`src/rtl/instr_fetch.sv`:
```
// Instruction fetch unit: requests instructions at pc and queues {instruction, pc} for the decoder.
// Define FETCH_SKID_EN for a 2-entry skid queue; the default queue holds a single entry.
module instr_fetch #(
  parameter int WIDTH = 16
) (
  input  logic             clk,
  input  logic             reset,
  input  logic [WIDTH-1:0] pc,
  output logic             pc_inc,
  input  logic             flush,
  output logic             mem_req,
  output logic [WIDTH-1:0] mem_addr,
  input  logic             mem_ack,
  input  logic [WIDTH-1:0] mem_rdata,
  output logic             ir_valid,
  input  logic             ir_ready,
  output logic [WIDTH-1:0] ir_data,
  output logic [WIDTH-1:0] ir_pc
);

`ifdef FETCH_SKID_EN
  localparam logic [1:0] DEPTH = 2'd2;
`else
  localparam logic [1:0] DEPTH = 2'd1;
`endif

  typedef enum logic [1:0] {IDLE, REQ, STALL} state_t;

  state_t     state;
  logic [1:0] count;
  logic [1:0] next_count;
  logic       push;
  logic       pop;

  // Reset gates the request so an in-flight ack during reset can never complete a fetch.
  assign mem_req  = (state == REQ) & ~reset;
  assign mem_addr = pc;
  assign push     = mem_req & mem_ack & ~flush;
  assign pc_inc   = push;
  assign ir_valid = (count != 2'd0);
  assign pop      = ir_valid & ir_ready & ~flush;

  always_comb begin
    next_count = count;
    if (push && !pop)
      next_count = count + 2'd1;
    else if (pop && !push)
      next_count = count - 2'd1;
  end

  always_ff @(posedge clk) begin
    if (reset) begin
      state <= IDLE;
      count <= 2'd0;
    end else if (flush) begin
      state <= IDLE;
      count <= 2'd0;
    end else begin
      count <= next_count;
      case (state)
        IDLE:    state <= REQ;
        REQ:     if (push && !pop && next_count == DEPTH) state <= STALL;
        STALL:   if (pop) state <= REQ;
        default: state <= IDLE;
      endcase
    end
  end

`ifdef FETCH_SKID_EN
  logic [WIDTH-1:0] tail_data;
  logic [WIDTH-1:0] tail_pc;

  // The head register drives ir_data/ir_pc directly; the tail only fills while the head is occupied.
  always_ff @(posedge clk) begin
    if (reset) begin
      ir_data   <= '0;
      ir_pc     <= '0;
      tail_data <= '0;
      tail_pc   <= '0;
    end else if (!flush) begin
      if (pop && count == 2'd2) begin
        ir_data <= tail_data;
        ir_pc   <= tail_pc;
      end else if (push && (count == 2'd0 || pop)) begin
        ir_data <= mem_rdata;
        ir_pc   <= pc;
      end
      if (push && ((count == 2'd1 && !pop) || (count == 2'd2 && pop))) begin
        tail_data <= mem_rdata;
        tail_pc   <= pc;
      end
    end
  end
`else
  always_ff @(posedge clk) begin
    if (reset) begin
      ir_data <= '0;
      ir_pc   <= '0;
    end else if (push) begin
      ir_data <= mem_rdata;
      ir_pc   <= pc;
    end
  end
`endif

endmodule

```
`config.mk`:
```
export PLATFORM = sky130hd
export DESIGN_NAME = instr_fetch
export DESIGN_NICKNAME = d
export VERILOG_FILES = /design/src/rtl/instr_fetch.sv
export SDC_FILE = /design/constraint.sdc
export NUM_CORES = 1
export LEC_CHECK = 0
export BUFFER_PORTS_ARGS = -buffer_cell sky130_fd_sc_hd__buf_2
export CORE_MARGIN = 2
export CORE_UTILIZATION = 40
export DETAILED_ROUTE_END_ITERATION = 10
export GPL_ROUTABILITY_DRIVEN = 0
export GPL_TIMING_DRIVEN = 0
export PLACE_DENSITY = 0.8
export SYNTH_ARGS = -nofsm -noshare
export SYNTH_HDL_FRONTEND = slang
export SYNTH_SLANG_ARGS = --single-unit
```
`constraint.sdc`:
```
create_clock -name clk -period 1.25 [get_ports clk]
set_clock_uncertainty 0.05 [all_clocks]
set_input_delay 0.25 -clock clk [delete_from_list [all_inputs] [get_ports clk]]
set_output_delay 0.25 -clock clk [all_outputs]
set_load 0.005 [all_outputs]
```
==> qor.yml <==
final_layout:
  drive_gt1_frac: 0.674
  nNetsFinal: 335
  nFillCells: 340
  final_area_sq_um: 2710
  flow.area_growth_from_synthesis_pct: 67.8
  ff_latch_area_sq_um: 728
  area_taken_by_multi_input_logic_gates_sq_um: 973
  final_cells: 348
  antenna-diode-count: 0
clocking:
  worst_skew_pair.late_latency_ns: 0.29
  cts_buffer_depth: 2
  hold_buffers: 0
  cts.root.buffer_cell: "sky130_fd_sc_hd__clkbuf_8"
  htreeDepth: 2
  clk_pin_slew_worst_paths_ns: 0.07
  clkSinkCount: 36
  tritoncts: "built"
  number_of_buffers_created_by_cts: 5
logic_synthesis:
  synth_warnings: 0
  postSynthAreaPerCell_sq_um: 8.45
  synth.ff_latch_count: 36
  synth_cells: 191
  area_of_the_mapped_netlist_sq_um: 1610
  synth_fp_nets: 229
  yosysSeqAreaShare: 0.447
  synth.lib_cells_used.distinct: 25
worst_setup_path:
  cp_max_fo: 10
  slowest_delay_ns: 0.22
  cp.required_ns: 0.95
  timing_worst_setup_path_type: "in -> out"
  dominant_cell_type_by_count_on_the_critical_path: "sky130_fd_sc_hd__buf_6"
  worstSetupStartpoint: "reset"
  critical_path.n_buffers_inverters: 4
  crit_chain: "clkbuf_4, or2_1, buf_6, buf_6, nor2_4, buf_2"
  worstSetupEndpointType: "primary output"
  worst_ep_arrival_time_ns: 1.12
  timing.critical_path.slowest_stage_cell: "sky130_fd_sc_hd__or2_1"
  critical_path.reg2reg.startpoint: "state[1]"
  cp-start-kind: "primary input"
  critPathTopFamily: "buffers and inverters"
power_and_ir_drop:
  p_leak_nw: 1.15
  total_power_mw: 2.46
  power.sequential.fraction: 0.477
  cellInternalPower_mw: 1.82
  vdd_drop_max_mv: 0.560
  sw_frac_of_total: 0.260
  power_dissipated_by_switching_net_loads_mw: 0.640
  clockPowerShare: 0.348
  power_per_cell_area_nw_per_um2: 908
  combinationalPowerShare: 0.175
sta:
  clock.fmax_mhz: 705
  report.final.slew_viol_count: 0
  finalSetupTns_ns: -1.84
  rsz0062_at_grt: "yes"
  fin_ws_ns: -0.168
  finalHoldViolCount: 0
  timing.hold.ws_ns: 0.162
  timing.final.setup_violations: 35
  post-route-min-period_ns: 1.42
  maxSlewHeadroom: 0.558
  tightest_slew_ns: 0.663
  period_share: 1.13
grt:
  grtUsageTotal: 0.204
  grt_pass1_vias: 1510
  global_route_wire_length_before_repair_um: 6870
  grt_antenna_before_repair: 0
  maximum_number_of_pins_on_one_net_before_global_route_repair: 12
  overflow: 0
drt:
  drt-total-wl_um: 4960
  ant_nets: 0
  drt-pass1-iter-count: 4
  remaining_drc_errors: 0
  route.met3.wl_um: 344
  number_of_vias_per_cell_after_detailed_routing: 5.12
  detailroute.via_count: 1783
  avgRoutedWirePerCell_um: 14.3
  met2RoutedLength_um: 2550
  highest-signal-layer: "met4"
  routedLengthMet1_um: 1990
  detailedRoute.firstIterationViolations: 125
min_path:
  min_from: "mem_rdata[5]"
  worst_hold_path_type: "in -> reg"
floorplan:
  die_x_um: 67.5
  area_of_the_core_sq_um: 3940
  start_util: 0.409
  die_height_um: 67.5
  ioPinCount: 88
  dieArea_sq_um: 4560
  fp-row-count: 23
placement:
  placedCellCount: 327
  detailed_place.area_sq_um: 2160
  dp_hpwl_um: 3040
  port_buffers: 86
status:
  run_status: "complete, but fails checks"
  violations_in_the_final_reports: "setup timing"
flow_run:
  drv.max_cap_violation_count: 0
-- cell families (layout without fill, tap and decap cells) --
| group | count (synthesis) | in the layout | synth area share |
|---|---|---|---|
| flip-flops | 36 | 36 | 0.447 |
| XOR/XNOR | 1 | 1 | 0.0140 |
| adder cells (fa/ha/maj) | 1 | 1 | 0.00775 |
| AO/OA/AOI/OAI | 70 | 70 | 0.225 |
| AND/OR/NAND/NOR | 45 | 45 | 0.161 |
| buffers and inverters | 37 | 144 | 0.139 |
| multiplexers | 1 | 1 | 0.00698 |
-- power groups by stage --
stage / sequential (mW) / clock (mW) / combinational [mW]
after CTS: 1.17 / 0.877 / 0.372
final: 1.17 / 0.856 / 0.429
after global placement: 1.20 / 0 / 0.315
after detailed placement: 1.20 / 0 / 0.320
after global routing: 1.18 / 0.926 / 0.465
after floorplan: 1.20 / 0 / 0.180
-- worst reg2reg max path: cells and delay by family (launching register included) --
family                    cells  cell delay [ns]
xor gates and xnor gates      1             0.21
and+or+nand+nor               2             0.30
buffers and inverters         3             0.40
DFF                           1             0.35
-- state kept, by name, indices dropped and copies added (netlist names) --
name     cells
ir_data     16
ir_pc       16
count        2
state        2
-- layer usage --
| metal | GRT usage | up-vias |
|---|---|---|
| met4 | 0.0893 | 0 |
| met1 | 0.241 | 836 |
| li1 | - | 871 |
| met5 | 0 | - |
| met3 | 0.0600 | 9 |
| met2 | 0.339 | 67 |
-- Yosys cell counts --
master / count / area [sq um]
sky130_fd_sc_hd__buf_4: 20 / 150
sky130_fd_sc_hd__mux2_2: 1 / 11.3
sky130_fd_sc_hd__buf_2: 6 / 30.0
sky130_fd_sc_hd__dfxtp_1: 36 / 721
sky130_fd_sc_hd__a21oi_1: 35 / 175
sky130_fd_sc_hd__clkbuf_1: 6 / 22.5
sky130_fd_sc_hd__o21ai_0: 32 / 160
sky130_fd_sc_hd__clkbuf_2: 2 / 10.0
sky130_fd_sc_hd__nand3b_1: 1 / 7.51
sky130_fd_sc_hd__ha_1: 1 / 12.5
sky130_fd_sc_hd__a211oi_1: 1 / 7.51
sky130_fd_sc_hd__nor3b_1: 2 / 15.0
sky130_fd_sc_hd__nor2_1: 3 / 11.3
sky130_fd_sc_hd__o21a_1: 1 / 7.51
sky130_fd_sc_hd__and3b_1: 1 / 8.76
sky130_fd_sc_hd__nor2b_1: 1 / 6.26
sky130_fd_sc_hd__nand3b_4: 1 / 20.0
sky130_fd_sc_hd__nand4b_1: 1 / 8.76
sky130_fd_sc_hd__nand2b_1: 1 / 6.26
sky130_fd_sc_hd__or2_1: 1 / 6.26
sky130_fd_sc_hd__inv_1: 3 / 11.3
sky130_fd_sc_hd__xnor3_1: 1 / 22.5
sky130_fd_sc_hd__a211oi_2: 1 / 12.5
sky130_fd_sc_hd__and4b_1: 1 / 10.0
sky130_fd_sc_hd__nand3_1: 32 / 160
-- placed cells by master (no fill, tap or decap), types with 4 or more instances in the layout --
cell type,instances
sky130_fd_sc_hd__nand3_2,22
sky130_fd_sc_hd__o21ai_2,4
sky130_fd_sc_hd__clkbuf_8,6
sky130_fd_sc_hd__buf_6,10
sky130_fd_sc_hd__nand3_1,5
sky130_fd_sc_hd__a21oi_1,18
sky130_fd_sc_hd__clkbuf_1,4
sky130_fd_sc_hd__o21ai_1,25
sky130_fd_sc_hd__nand3_4,5
sky130_fd_sc_hd__dfxtp_1,32
sky130_fd_sc_hd__buf_2,88
sky130_fd_sc_hd__buf_4,25
sky130_fd_sc_hd__a21oi_2,17
-- repair_timing --
action                                  in CTS  in global routing
buffers inserted                            10                  3
endpoints found under the setup margin      37                 39
pin swaps                                    5                 56
gates resized for setup                     30                 74
endpoints found under the hold margin        0                  0
gates cloned                                 3                  0
-- path summary, 6_finish.rpt --
path / endpoint / slack [ns] / cells after the start
setup / recovery: pc_inc / -0.17 / 6
setup reg to reg: count[0] / -0.11 / 6
hold reg to reg: ir_pc[13] / 0.41 / 2
hold / removal: ir_data[5] / 0.16 / 3
-- layout make-up --
| cell class | count | area share |
|---|---|---|
| Multi-Input combinational cell | 118 | 0.359 |
| Sequential cell | 36 | 0.269 |
| Timing Repair Buffer | 99 | 0.207 |
| Buffer | 34 | 0.103 |
| Clock buffer | 7 | 0.0319 |
| Tap cell | 50 | 0.0231 |
| Inverter | 3 | 0.00416 |
| Clock inverter | 1 | 0.00277 |
-- stage by stage --
step | util | setup WS [ns]
2_1_floorplan | - | -0.0191
3_3_place_gp | 0.547 | -0.282
3_5_place_dp | 0.547 | -0.296
4_1_cts | 0.621 | -0.170
5_1_grt | 0.687 | -0.209
6_report | 0.687 | -0.168
Note: power is estimated with default switching activity, not from simulation.
